## config.mk

```make
export PLATFORM = sky130hd
export DESIGN_NAME = sevenseg_scan_ctrl
export DESIGN_NICKNAME = d
export VERILOG_FILES = /design/src/rtl/sevenseg_pkg.sv /design/src/rtl/sevenseg_refresh_timer.sv /design/src/rtl/sevenseg_scan_ctrl.sv
export SDC_FILE = /design/constraint.sdc
export NUM_CORES = 1
export LEC_CHECK = 0
export CAP_MARGIN = 0
export CORE_ASPECT_RATIO = 2
export CORE_UTILIZATION = 36
export DETAILED_ROUTE_END_ITERATION = 10
export PLACE_DENSITY_LB_ADDON = 0.08
export SYNTH_ARGS = -nofsm -noshare
export SYNTH_HDL_FRONTEND = slang
export SYNTH_SLANG_ARGS = --single-unit
export TNS_END_PERCENT = 100
```

## constraint.sdc

```tcl
create_clock -name clk -period 4.15 [get_ports clk]
set_clock_uncertainty 0.15 [all_clocks]
set_input_delay 0.83 -clock clk [delete_from_list [all_inputs] [get_ports clk]]
set_output_delay 0.83 -clock clk [all_outputs]
set_load 0.02 [all_outputs]
```

## src/rtl/sevenseg_pkg.sv

```systemverilog
// Shared definitions for the eight-digit seven-segment display path:
// digit/nibble/word widths, their typedefs, and the nibble helpers used by
// the scan controller, the decoder and the benches.
package sevenseg_pkg;

    localparam int NUM_DIGITS = 8;
    localparam int SEL_W      = 3;
    localparam int NIBBLE_W   = 4;
    localparam int WORD_W     = 32;

    typedef logic [SEL_W-1:0]    sel_t;
    typedef logic [NIBBLE_W-1:0] nibble_t;
    typedef logic [WORD_W-1:0]   word_t;

    // Nibble k of a display word, i.e. bits 4k+3:4k.
    function automatic nibble_t get_nibble(input word_t w, input sel_t k);
        return w[{k, 2'b00} +: NIBBLE_W];
    endfunction

    // True when digit k is a leading zero: k is not digit 0 and nibbles
    // k..7 are all zero. Digit 0 is never reported, so a zero word still
    // shows a single "0".
    function automatic logic is_leading_zero(input word_t w, input sel_t k);
        logic any_nz;
        any_nz = 1'b0;
        for (int i = 0; i < NUM_DIGITS; i++) begin
            if ((i >= int'(k)) && (w[i*NIBBLE_W +: NIBBLE_W] != 4'h0)) begin
                any_nz = 1'b1;
            end
        end
        return (k != sel_t'(0)) && !any_nz;
    endfunction

endpackage

```

## src/rtl/sevenseg_refresh_timer.sv

```systemverilog
// Digit-slot timer: counts 0..REFRESH_DIV-1 and flags the last cycle of each
// slot (slot_tick). in_guard reports whether the count being loaded on the
// next edge falls inside the anti-ghosting blank window at the slot start.
module sevenseg_refresh_timer #(
    parameter int REFRESH_DIV = 100000,
    parameter int GUARD       = 4
) (
    input  logic clk,
    input  logic rst_n,
    output logic slot_tick,
    output logic in_guard
);

    localparam int CNT_W = (REFRESH_DIV > 2) ? $clog2(REFRESH_DIV) : 1;
    localparam logic [CNT_W-1:0] LAST_CNT  = CNT_W'(REFRESH_DIV - 1);
    localparam logic [CNT_W-1:0] GUARD_CNT = CNT_W'(GUARD);

    logic [CNT_W-1:0] cnt_r;
    logic [CNT_W-1:0] cnt_next_s;

    assign slot_tick = (cnt_r == LAST_CNT);

    // Next count: wrap to zero at the end of a slot, else increment.
    always_comb begin
        cnt_next_s = cnt_r;
        if (slot_tick) begin
            cnt_next_s = {CNT_W{1'b0}};
        end else begin
            cnt_next_s = cnt_r + CNT_W'(1);
        end
    end

    assign in_guard = (cnt_next_s < GUARD_CNT);

    // Slot counter register.
    always_ff @(posedge clk or negedge rst_n) begin
        if (!rst_n) begin
            cnt_r <= {CNT_W{1'b0}};
        end else begin
            cnt_r <= cnt_next_s;
        end
    end

endmodule

```

## src/rtl/sevenseg_scan_ctrl.sv

```systemverilog
// Time-multiplexing scan controller for the 8-digit seven-segment decoder.
// Steps sel through 0..7 once per REFRESH_DIV cycles, blanks the first GUARD
// cycles of each slot, and double-buffers host writes so that a new display
// word only takes effect on the 7->0 wrap (a frame never mixes two words).
// Optional build macro: SEVENSEG_LZ_SUPPRESS_EN enables leading-zero
// suppression; when undefined every enabled digit is shown.
module sevenseg_scan_ctrl
    import sevenseg_pkg::*;
#(
    parameter int REFRESH_DIV = 100000,
    parameter int GUARD       = 4
) (
    input  logic        clk,
    input  logic        rst_n,
    input  logic        load,
    input  logic [31:0] data_in,
    input  logic [7:0]  digit_en,
    output logic [3:0]  num,
    output logic [2:0]  sel,
    output logic        blank,
    output logic        frame_done,
    output logic        load_ack
);

    logic    slot_tick_s;
    logic    in_guard_s;

    sel_t    sel_r;
    word_t   active_r;
    word_t   pending_r;
    logic    pend_v_r;
    nibble_t num_r;
    logic    blank_r;
    logic    frame_done_r;
    logic    load_ack_r;

    sel_t    sel_next_s;
    logic    wrap_s;
    word_t   active_next_s;
    word_t   pending_next_s;
    logic    pend_v_next_s;
    logic    load_ack_next_s;
    logic    lz_blank_s;
    logic    blank_next_s;
    nibble_t num_next_s;

    sevenseg_refresh_timer #(
        .REFRESH_DIV (REFRESH_DIV),
        .GUARD       (GUARD)
    ) u_timer (
        .clk       (clk),
        .rst_n     (rst_n),
        .slot_tick (slot_tick_s),
        .in_guard  (in_guard_s)
    );

    // Digit select advance and frame-wrap detection.
    always_comb begin
        sel_next_s = sel_r;
        wrap_s     = 1'b0;
        if (slot_tick_s) begin
            sel_next_s = sel_t'(sel_r + 3'd1);
            wrap_s     = (sel_r == sel_t'(NUM_DIGITS - 1));
        end else begin
            sel_next_s = sel_r;
            wrap_s     = 1'b0;
        end
    end

    // Write buffering and frame commit. A load on the wrap edge bypasses the
    // pending buffer and lands in the active word directly.
    always_comb begin
        active_next_s   = active_r;
        pending_next_s  = pending_r;
        pend_v_next_s   = pend_v_r;
        load_ack_next_s = 1'b0;
        if (load) begin
            pending_next_s = data_in;
        end else begin
            pending_next_s = pending_r;
        end
        if (wrap_s) begin
            pend_v_next_s = 1'b0;
            if (load) begin
                active_next_s   = data_in;
                load_ack_next_s = 1'b1;
            end else if (pend_v_r) begin
                active_next_s   = pending_r;
                load_ack_next_s = 1'b1;
            end else begin
                active_next_s   = active_r;
                load_ack_next_s = 1'b0;
            end
        end else if (load) begin
            pend_v_next_s = 1'b1;
        end else begin
            pend_v_next_s = pend_v_r;
        end
    end

    // Leading-zero suppression works on the post-commit word so it lines up
    // with the digit being displayed after the same edge.
    always_comb begin
        lz_blank_s = 1'b0;
`ifdef SEVENSEG_LZ_SUPPRESS_EN
        lz_blank_s = is_leading_zero(active_next_s, sel_next_s);
`else
        lz_blank_s = 1'b0;
`endif
    end

    // Next values of the decoder-facing outputs.
    always_comb begin
        num_next_s   = get_nibble(active_next_s, sel_next_s);
        blank_next_s = in_guard_s | ~digit_en[sel_next_s] | lz_blank_s;
    end

    // Digit select and display buffers.
    always_ff @(posedge clk or negedge rst_n) begin
        if (!rst_n) begin
            sel_r     <= sel_t'(0);
            active_r  <= word_t'(0);
            pending_r <= word_t'(0);
            pend_v_r  <= 1'b0;
        end else begin
            sel_r     <= sel_next_s;
            active_r  <= active_next_s;
            pending_r <= pending_next_s;
            pend_v_r  <= pend_v_next_s;
        end
    end

    // Registered outputs, all updated on the same edge as sel.
    always_ff @(posedge clk or negedge rst_n) begin
        if (!rst_n) begin
            num_r        <= nibble_t'(0);
            blank_r      <= 1'b1;
            frame_done_r <= 1'b0;
            load_ack_r   <= 1'b0;
        end else begin
            num_r        <= num_next_s;
            blank_r      <= blank_next_s;
            frame_done_r <= wrap_s;
            load_ack_r   <= load_ack_next_s;
        end
    end

    assign num        = num_r;
    assign sel        = sel_r;
    assign blank      = blank_r;
    assign frame_done = frame_done_r;
    assign load_ack   = load_ack_r;

endmodule

```

==> qor.yml <==
job:
  drv_cap: 0
placement:
  place_area_sq_um: 5120
  port_buffers: 52
  dp_slack_ps: 753
  hpwl_um: 8910
  finalWeightedCongestion: 0.855
routing:
  vias: 3546
  wl_per_cell_um: 19.7
  drt_iter0_markers: 236
  drtPass1Iterations: 4
  ant_nets: 0
  drc: 0
  drt-total-wl_um: 12300
  via_per_inst: 5.68
die:
  coreArea_sq_um: 12100
  start_util_pct: 36.8
  pin_count: 53
  die_h_um: 159
  die_w_um: 80.7
  rows: 57
  dieArea_sq_um: 12900
clocking:
  tritoncts: "done"
  cts_made_buffers: 9
  post_cts_buffers: 0
  cts-root-buf: "clkbuf_16"
  ctsHtreeMaxLevel: 3
  clkSinkCount: 92
  path_clk_slew_ps: 60
  clk_latency_ps: 340
  cts_max_path_buffers: 2
  ctsResizeCount: 0
  ctsHoldBuffers: 0
power_and_ir_drop:
  fin_total_pwr_w: 0.00199
  p_leak_nw: 2.39
  max-vdd-ir-drop_v: 0.000214
  cellPowerDensity_nw_per_um2: 364
global_routing:
  grt_pass1_vias: 3721
  antenna_found_initial: 0
  grt_first_pass_wirelength_um: 19600
  grt_overflow: 0
  grt_util_all_layers_pct: 20.5
  grt_max_degree: 49
cells_and_area:
  layout-area-overhead-vs-synth_pct: 22.3
  multi_input_area_sq_um: 2000
  final_core_util_pct: 45.0
  final_nets: 518
  seq_area_sq_um: 2300
  diodes: 0
  drive_gt1_share_pct: 14.5
  fin_area_sq_um: 5450
  fillers: 1170
setup_path:
  cpMaxStageDelayCell: "or3_1"
  start_kind: "flip-flop"
  required_ps: 4270
  crit_cells: 9
  cp_data_arrival_time_ps: 3560
  cp-end-kind: "flip-flop"
  cp_top_family: "simple AND/OR/NAND/NOR gates"
  crit_buf_inv: 1
  reg2reg_depth: 9
  path_class: "reg -> reg"
  critPathMaxFanout: 9
  max_stage_delay_ps: 650
  crit_chain: "ha_1 > nand3_1 > or3_1 > nor2_8 > mux2i_2 > inv_1 > nor3_1 > a22oi_1 > nand4_1"
yosys:
  synth_edf_count: 0
  synth.top_cells.by_count: "dfrtp_1 (91), o22ai_1 (57), nor2_1 (34)"
  ys_warn_count: 0
  synth_top_area_share_pct: 51.1
  synth_area_per_cell_sq_um: 10.5
  syn_inst: 426
  synth_ff_type: "dfrtp_1"
  synth_fp_nets: 472
  syn_area_sq_um: 4460
  ys_seq_area_share_pct: 51.7
  ys_types: 46
  ys_top_cells_by_area: "dfrtp_1 (51%), o22ai_1 (8.0%), mux2_2 (7.6%)"
  async_flop_share_pct: 100
  synth_top_area_cell: "dfrtp_1"
  yosysMostFrequentCell: "dfrtp_1"
  yosys_register_bits: 92
sta:
  setup_tns_ps: 0
  fmax_mhz: 290
  hold_viol: 0
  tightest_slew_ps: 679
  fin_crit_sh_pct: 83.1
  fin_ws_ps: 702
  relSlewSlack_pct: 54.3
  setup_violations: 0
  rsz0062_at_grt: "no"
  drv_slew: 0
  finalCriticalPeriod_ps: 3450
status:
  run_status: "completed"
hold_path:
  hp-class: "in -> async"
-- path summary, 6_finish.rpt --
path	from	to	slack [ps]
worst max-delay path	u_timer.cnt_r[0]$_DFF_PN0_	num[2]$_DFF_PN0_	700
worst max register to register	u_timer.cnt_r[0]$_DFF_PN0_	num[2]$_DFF_PN0_	700
max in group asynchronous	rst_n	active_r[9]$_DFF_PN0_	2650
worst min-delay path	rst_n	frame_done$_DFF_PN0_	340
min in group clk	pending_r[18]$_DFFE_PN0P_	pending_r[18]$_DFFE_PN0P_	350
worst min register to register	pending_r[18]$_DFFE_PN0P_	pending_r[18]$_DFFE_PN0P_	350
-- cell type report --
class                      instances  area share, %
clock inverter                     3           1.26
tap                              147           3.37
sequential                        92           42.3
timing repair buffer              62           10.8
multi-input combinational        294           36.6
clock buffer                      13           4.77
inverter                          13          0.895
-- power breakdown --
part / internal [W] / switching (W)
clock network: 0.000563 / 0.000339
registers: 0.000929 / 0.0000126
logic: 0.0000807 / 0.0000615
-- registers in the layout, indices dropped and copies added, names as in the netlist --
signal	count
load_ack	1
frame_done	1
active_r	32
u_timer.cnt_r	17
sel	3
num	4
blank	1
pend_v_r	1
pending_r	32
-- kinds of logic (layout without fill, tap and decap cells) --
logic type,Yosys count,in the layout,share of synthesized area (%)
xor+xnor,16,16,3.31
mux,32,32,8.19
fa+ha+maj,3,3,0.842
compound gates,119,119,17.1
simple gates,124,124,15.3
flops,92,92,51.7
buf+inv,40,91,3.56
-- stage by stage --
stage	instances	hold slack [ps]
CTS	624	352
finish	624	342
global placement	608	317
global route	624	362
floorplan	426	303
detailed placement	608	336
-- cell usage in the layout (no fill, tap or decap), drive strengths merged, types with 2 or more instances in the layout --
cell / Yosys / final
a22oi: 12 / 12
a211oi: 4 / 4
o22ai: 57 / 57
and2: 3 / 3
buf: 7 / 12
bufinv: 0 / 2
nand3b: 4 / 4
dfrtp: 91 / 91
or4: 4 / 4
o21ai: 7 / 7
clkdlybuf4s50: 0 / 50
or3: 3 / 3
nand4: 9 / 9
xor2: 6 / 6
nand2b: 25 / 25
inv: 11 / 11
clkbuf: 20 / 13
nor3: 15 / 15
nand3: 6 / 6
xnor2: 10 / 10
a21oi: 26 / 26
mux2i: 2 / 2
nor4: 3 / 3
a41oi: 4 / 4
o32a: 3 / 3
clkinv: 2 / 3
mux2: 30 / 30
ha: 3 / 3
nand2: 14 / 14
nor2: 35 / 35
-- routing by layer --
metal	vias to the layer above	GRT usage, %	share of wire, %
met5	-	0	0
met2	102	38.0	57
li1	1663	-	-
met1	1761	22.7	37
met3	20	2.52	3.3
met4	0	8.28	2.9
Power figures use the tool's default switching activity.
